### src/rtl/lc_power_sequencer.sv
// Always-on power-gating sequencer for the layer controller: ramps power, clock, reset and
// isolation up in that order on a wake, and back down in reverse order on a sleep.
module lc_power_sequencer #(
  parameter int CNT_WIDTH = 8,
  parameter int PWR_DLY   = 4,
  parameter int CLK_DLY   = 2,
  parameter int RST_DLY   = 2,
  parameter int ISO_DLY   = 1
) (
  input  logic       CLK,
  input  logic       RESET,
  input  logic       WAKE_REQ,
  input  logic       SLEEP_REQ,
  output logic       LC_POWER_ON,
  output logic       LC_RELEASE_CLK,
  output logic       LC_RELEASE_RST,
  output logic       LC_RELEASE_ISO,
  output logic       LC_ACTIVE,
  output logic       BUSY,
  output logic [2:0] STATE
);

  typedef enum logic [2:0] {
    S_OFF    = 3'd0,
    S_PWR_UP = 3'd1,
    S_CLK_UP = 3'd2,
    S_RST_UP = 3'd3,
    S_ACTIVE = 3'd4,
    S_ISO_DN = 3'd5,
    S_RST_DN = 3'd6,
    S_CLK_DN = 3'd7
  } state_t;

  typedef struct packed {
    logic power_on;
    logic release_clk;
    logic release_rst;
    logic release_iso;
    logic active;
    logic busy;
  } ctl_t;

  localparam logic [CNT_WIDTH-1:0] PWR_LOAD = CNT_WIDTH'(PWR_DLY - 1);
  localparam logic [CNT_WIDTH-1:0] CLK_LOAD = CNT_WIDTH'(CLK_DLY - 1);
  localparam logic [CNT_WIDTH-1:0] RST_LOAD = CNT_WIDTH'(RST_DLY - 1);
  localparam logic [CNT_WIDTH-1:0] ISO_LOAD = CNT_WIDTH'(ISO_DLY - 1);

  // Control word held while in a given state; registered together with the state itself.
  function automatic ctl_t ctl_of(state_t s);
    case (s)
      S_OFF:    ctl_of = ctl_t'(6'b111100);
      S_PWR_UP: ctl_of = ctl_t'(6'b011101);
      S_CLK_UP: ctl_of = ctl_t'(6'b001101);
      S_RST_UP: ctl_of = ctl_t'(6'b000101);
      S_ACTIVE: ctl_of = ctl_t'(6'b000010);
      S_ISO_DN: ctl_of = ctl_t'(6'b000101);
      S_RST_DN: ctl_of = ctl_t'(6'b001101);
      S_CLK_DN: ctl_of = ctl_t'(6'b011101);
      default:  ctl_of = ctl_t'(6'b111100);
    endcase
  endfunction

  state_t               state;
  ctl_t                 ctl;
  logic [CNT_WIDTH-1:0] cnt;
  logic                 wake_pend;
  logic                 sleep_pend;

  always_ff @(posedge CLK) begin
    if (RESET) begin
      state      <= S_OFF;
      ctl        <= ctl_of(S_OFF);
      cnt        <= '0;
      wake_pend  <= 1'b0;
      sleep_pend <= 1'b0;
    end else begin
      // NOTE: the saturating decrement is a default; a reload later in this block
      // overrides it because the last non-blocking assignment to cnt wins.
      if (cnt != '0) cnt <= cnt - 1'b1;

      unique case (state)
        S_OFF: begin
          if (WAKE_REQ || wake_pend) begin
            state     <= S_PWR_UP;
            ctl       <= ctl_of(S_PWR_UP);
            cnt       <= PWR_LOAD;
            wake_pend <= 1'b0;
          end
        end
        S_PWR_UP: begin
          if (SLEEP_REQ) sleep_pend <= 1'b1;
          if (cnt == '0) begin
            state <= S_CLK_UP;
            ctl   <= ctl_of(S_CLK_UP);
            cnt   <= CLK_LOAD;
          end
        end
        S_CLK_UP: begin
          if (SLEEP_REQ) sleep_pend <= 1'b1;
          if (cnt == '0) begin
            state <= S_RST_UP;
            ctl   <= ctl_of(S_RST_UP);
            cnt   <= RST_LOAD;
          end
        end
        S_RST_UP: begin
          if (SLEEP_REQ) sleep_pend <= 1'b1;
          if (cnt == '0) begin
            state <= S_ACTIVE;
            ctl   <= ctl_of(S_ACTIVE);
          end
        end
        S_ACTIVE: begin
          // A sleep that arrived during the ramp-up is honoured one cycle after arrival here.
          if (SLEEP_REQ || sleep_pend) begin
            state      <= S_ISO_DN;
            ctl        <= ctl_of(S_ISO_DN);
            cnt        <= ISO_LOAD;
            sleep_pend <= 1'b0;
          end
        end
        S_ISO_DN: begin
          if (WAKE_REQ) wake_pend <= 1'b1;
          if (cnt == '0) begin
            state <= S_RST_DN;
            ctl   <= ctl_of(S_RST_DN);
          end
        end
        S_RST_DN: begin
          if (WAKE_REQ) wake_pend <= 1'b1;
          state <= S_CLK_DN;
          ctl   <= ctl_of(S_CLK_DN);
        end
        S_CLK_DN: begin
          if (WAKE_REQ) wake_pend <= 1'b1;
          state <= S_OFF;
          ctl   <= ctl_of(S_OFF);
        end
      endcase
    end
  end

  assign LC_POWER_ON    = ctl.power_on;
  assign LC_RELEASE_CLK = ctl.release_clk;
  assign LC_RELEASE_RST = ctl.release_rst;
  assign LC_RELEASE_ISO = ctl.release_iso;
  assign LC_ACTIVE      = ctl.active;
  assign BUSY           = ctl.busy;
  assign STATE          = state;

endmodule

### config.mk
export PLATFORM = sky130hd
export DESIGN_NAME = lc_power_sequencer
export DESIGN_NICKNAME = d
export VERILOG_FILES = /design/src/rtl/lc_power_sequencer.sv
export SDC_FILE = /design/constraint.sdc
export NUM_CORES = 1
export LEC_CHECK = 0
export ABC_AREA = 1
export ABC_CLOCK_PERIOD_IN_PS = 2300
export CAP_MARGIN = 20
export CORE_MARGIN = 3
export CORE_UTILIZATION = 56
export DETAILED_ROUTE_END_ITERATION = 12
export GPL_ROUTABILITY_DRIVEN = 0
export GPL_TIMING_DRIVEN = 1
export HOLD_SLACK_MARGIN = 0.12
export PLACE_DENSITY = 0.93
export RECOVER_POWER = 25
export SYNTH_ARGS = -nofsm -noshare
export SYNTH_HDL_FRONTEND = slang
export SYNTH_SLANG_ARGS = --single-unit
### constraint.sdc
create_clock -name CLK -period 2.3 [get_ports CLK]
set_input_delay 0.69 -clock CLK [delete_from_list [all_inputs] [get_ports CLK]]
set_output_delay 0.69 -clock CLK [all_outputs]
set_load 0.005 [all_outputs]
==> results.yml <==
run_status:
  outcome: "finished, final reports clean"
floorplan:
  die-width_um: 47.64
  ioPinCount: 13
  core_mm2: 0.001577
  die_area_mm2: 0.002270
  start_util_pct: 61.59
  y_dimension_of_the_die_um: 47.64
  rows: 14
route:
  drt_drc_violations_left: 0
  post_drt_wl_per_cell_um: 11.29
  route.antenna.remaining_nets: 0
  drt-vias-per-instance: 5.054
  dr_total_vias: 849
  dr.first_iter.drc_count: 41
  routed_wirelength_um: 1896
  firstDrtPassIters: 4
clock_network:
  clock_tree.root_cell: "sky130_fd_sc_hd__clkbuf_4"
  clkSlewWorstSetupHoldPaths_ns: 0.10
  clock_latency_ns: 0.30
  cts_hold_buffers: 0
  cts_repair_resize_count: 0
  cts_htree_levels: 1
  clock_buffers_created_by_tritoncts: 3
  cts_buffer_depth: 2
  post_cts.repair.setup_buffers: 0
  cts_sinks: 19
  cts_tree: "done"
synthesis:
  mappedNetlistNets: 143
  synth_seq_cells: 19
  synth_area_leaders: "sky130_fd_sc_hd__dfxtp_1 (39%), sky130_fd_sc_hd__nand2_1 (12%), sky130_fd_sc_hd__nor2_1 (7.7%)"
  syn_avg_cell_area_um2: 7.139
  synth.largest_area_cell: "sky130_fd_sc_hd__dfxtp_1"
  synthDominantCellAreaShare_pct: 39.18
  synth_cells: 136
  cell_variety_after_synth: 22
  syn-cell-area_um2: 970.9
  synth.yosys.warnings: 0
  register_area_share_after_synthesis_pct: 39.18
placement:
  dp_cells: 164
  detailedPlacementHpwl_um: 1495
  dpl-instance-area_mm2: 0.001111
  place_ws_ns: 0.3428
  io_buffers: 12
global_route:
  grt_remaining_overflow: 0
  grt_pass1_wl_um: 3201
  gr-usage-all-layers_pct: 19.82
  largest_net_degree_at_the_start_of_global_routing: 12
  first_global_vias: 762
  grt_antenna_before_repair: 0
final_layout:
  multiInputGateArea_um2: 500.5
  area_growth_pct: 16.11
  finalNetCount: 160
  share_of_post_route_cells_with_drive_strength_above_1_pct: 11.84
  filler_cell_count: 132
  layout.cells.most_common: "sky130_fd_sc_hd__nand2_1"
  stdcell_count: 168
  finish.instance_area_mm2: 0.001127
  finalCoreUtilization_pct: 71.51
  regArea_um2: 380.4
  layout_common_cells: "sky130_fd_sc_hd__nand2_1 (33), sky130_fd_sc_hd__nor2_1 (20), sky130_fd_sc_hd__dfxtp_1 (19)"
  antenna-diode-count: 0
worst_setup_path:
  crit_required_ns: 1.61
  worst_setup_path_start_kind: "flop"
  r2r.worst_path.cells: 9
  timing.critical_path.depth: 1
  worst_r2r_startpoint: "STATE[2]$_SDFFE_PP0P_"
  critical_path_buf_inv_count: 1
  critical-path-top-delay-family: "buffers and inverters"
  timing.critical_path.to_type: "output port"
  critical_path_class: "reg2out"
  crit_fanout: 6
  crit_path_top_delay_cell: "sky130_fd_sc_hd__clkdlybuf4s50_1"
  critical_path.cell_chain: "clkdlybuf4s50_1"
  ff2ff_setup_slack_ns: 0.52
  critical_path.max_stage_delay_ns: 0.56
  signal_arrival_time_at_the_worst_endpoint_ns: 1.36
  critical_path.reg2reg.endpoint: "LC_RELEASE_RST$_SDFFE_PP1P_"
power_and_ir_drop:
  comb_power_share_pct: 60.0
  power.net_switching_uw: 886.7
  proportion_of_power_drawn_by_flip_flops_and_latches_pct: 31.2
  power_density_mw_per_mm2: 1666
  cellInternalPower_uw: 991.9
  switching_share_pct: 47.20
  peakVddDrop_mv: 0.9794
  p_leak_uw: 0.0005330
  p_clk_share_pct: 8.8
timing:
  fin_worst_skew_ns: 0.004361
  finalHoldViolCount: 0
  final.setup.worst_slack_ns: 0.2527
  timing.final.max_slew_violations: 0
  layout_worst_path_cycle_share_pct: 89.01
  final_period_minus_worst_setup_slack_ns: 2.047
  rsz0062_at_grt: "no"
  max_clock_freq_ghz: 0.4884
  setup_tns_ns: 0
  worst_slew_margin_rel_pct: 72.56
  tightestPinTransition_ns: 0.4084
  finalSetupViolCount: 0
min_path:
  whs_endpoint: "LC_POWER_ON$_SDFFE_PP1P_"
  hold_path_startpoint: "LC_POWER_ON$_SDFFE_PP1P_"
  timing.hold.worst_path_depth: 2
  worst_hold_path_type: "reg2reg"
job:
  maxCapViolCount: 0
[worst max-delay path by stage]
stage | start | endpoint
floorplan | SLEEP_REQ | STATE[1]$_SDFFE_PP0P_
CTS | STATE[2]$_SDFFE_PP0P_ | STATE[2]
global route | SLEEP_REQ | LC_RELEASE_RST$_SDFFE_PP1P_
finish | STATE[2]$_SDFFE_PP0P_ | STATE[2]
global placement | RESET | cnt[5]$_SDFF_PP0_
detailed placement | RESET | cnt[2]$_SDFF_PP0_
[per-stage QoR]
step                      hold WS (ns)  power (uW)
after floorplan                 0.4432        1440
after global placement          0.4477        1690
after detailed placement        0.4504        1748
after CTS                       0.4773        1918
after global routing            0.4868        2079
final                           0.4765        1879
[worst min-delay path, stage by stage, from the launching register on]
cell and delay (ns):
sky130_fd_sc_hd__dfxtp_1 0.34, sky130_fd_sc_hd__nand2_1 0.05, sky130_fd_sc_hd__nand3_1 0.06
[registers in the layout (all words and copies together) (netlist names)]
signal / cells
LC_RELEASE_ISO: 1
cnt: 8
sleep_pend: 1
STATE: 3
LC_RELEASE_CLK: 1
wake_pend: 1
LC_ACTIVE: 1
BUSY: 1
LC_RELEASE_RST: 1
LC_POWER_ON: 1
[layout make-up]
| cell class | count | area share (%) |
|---|---|---|
| clock buffers | 3 | 1.998 |
| clock inverters | 1 | 0.4440 |
| inverters | 20 | 6.992 |
| multi-input cells | 97 | 44.40 |
| flip-flops and latches | 19 | 33.74 |
| well taps | 16 | 1.776 |
| repair buffers | 12 | 10.65 |
[per-layer routing]
layer | up-vias | track usage, % | routed length [um]
met3 | 8 | 4.511 | 80
met2 | 24 | 32.09 | 872
met4 | 0 | 6.452 | 45
met1 | 361 | 26.08 | 897
met5 | - | 0 | 0
li1 | 456 | - | -
[cell families after synthesis]
kind of cell	share of synthesized area, %
XOR/XNOR	5.412
AND/OR/NAND/NOR	35.18
AO/OA/AOI/OAI	8.119
adder cells (fa/ha/maj)	3.866
flip-flops	39.17
buffers and inverters	8.247
[cell usage after synthesis]
library cell,count
sky130_fd_sc_hd__nand2_1,31
sky130_fd_sc_hd__nor2_1,20
sky130_fd_sc_hd__dfxtp_1,19
sky130_fd_sc_hd__inv_1,12
sky130_fd_sc_hd__nand3_1,12
sky130_fd_sc_hd__a21oi_1,6
sky130_fd_sc_hd__o21ai_0,6
sky130_fd_sc_hd__inv_2,5
sky130_fd_sc_hd__xor2_1,5
sky130_fd_sc_hd__ha_1,3
sky130_fd_sc_hd__nor2_2,3
sky130_fd_sc_hd__inv_4,2
sky130_fd_sc_hd__nand2_2,2
sky130_fd_sc_hd__nor3_1,2
sky130_fd_sc_hd__a31oi_1,1
sky130_fd_sc_hd__clkinv_1,1
sky130_fd_sc_hd__nand2_4,1
sky130_fd_sc_hd__nand2_8,1
sky130_fd_sc_hd__nand4_1,1
sky130_fd_sc_hd__nor2_4,1
sky130_fd_sc_hd__o211ai_2,1
sky130_fd_sc_hd__xnor2_1,1
[power by group through the flow]
stage / registers [uW] / clock network (uW) / logic [uW]
final: 585 / 165 / 1130
after global placement: 580 / 0 / 1110
after floorplan: 570 / 0 / 870
after CTS: 584 / 171 / 1160
after global routing: 599 / 185 / 1300
after detailed placement: 591 / 0 / 1160
Power figures use the tool's default switching activity.
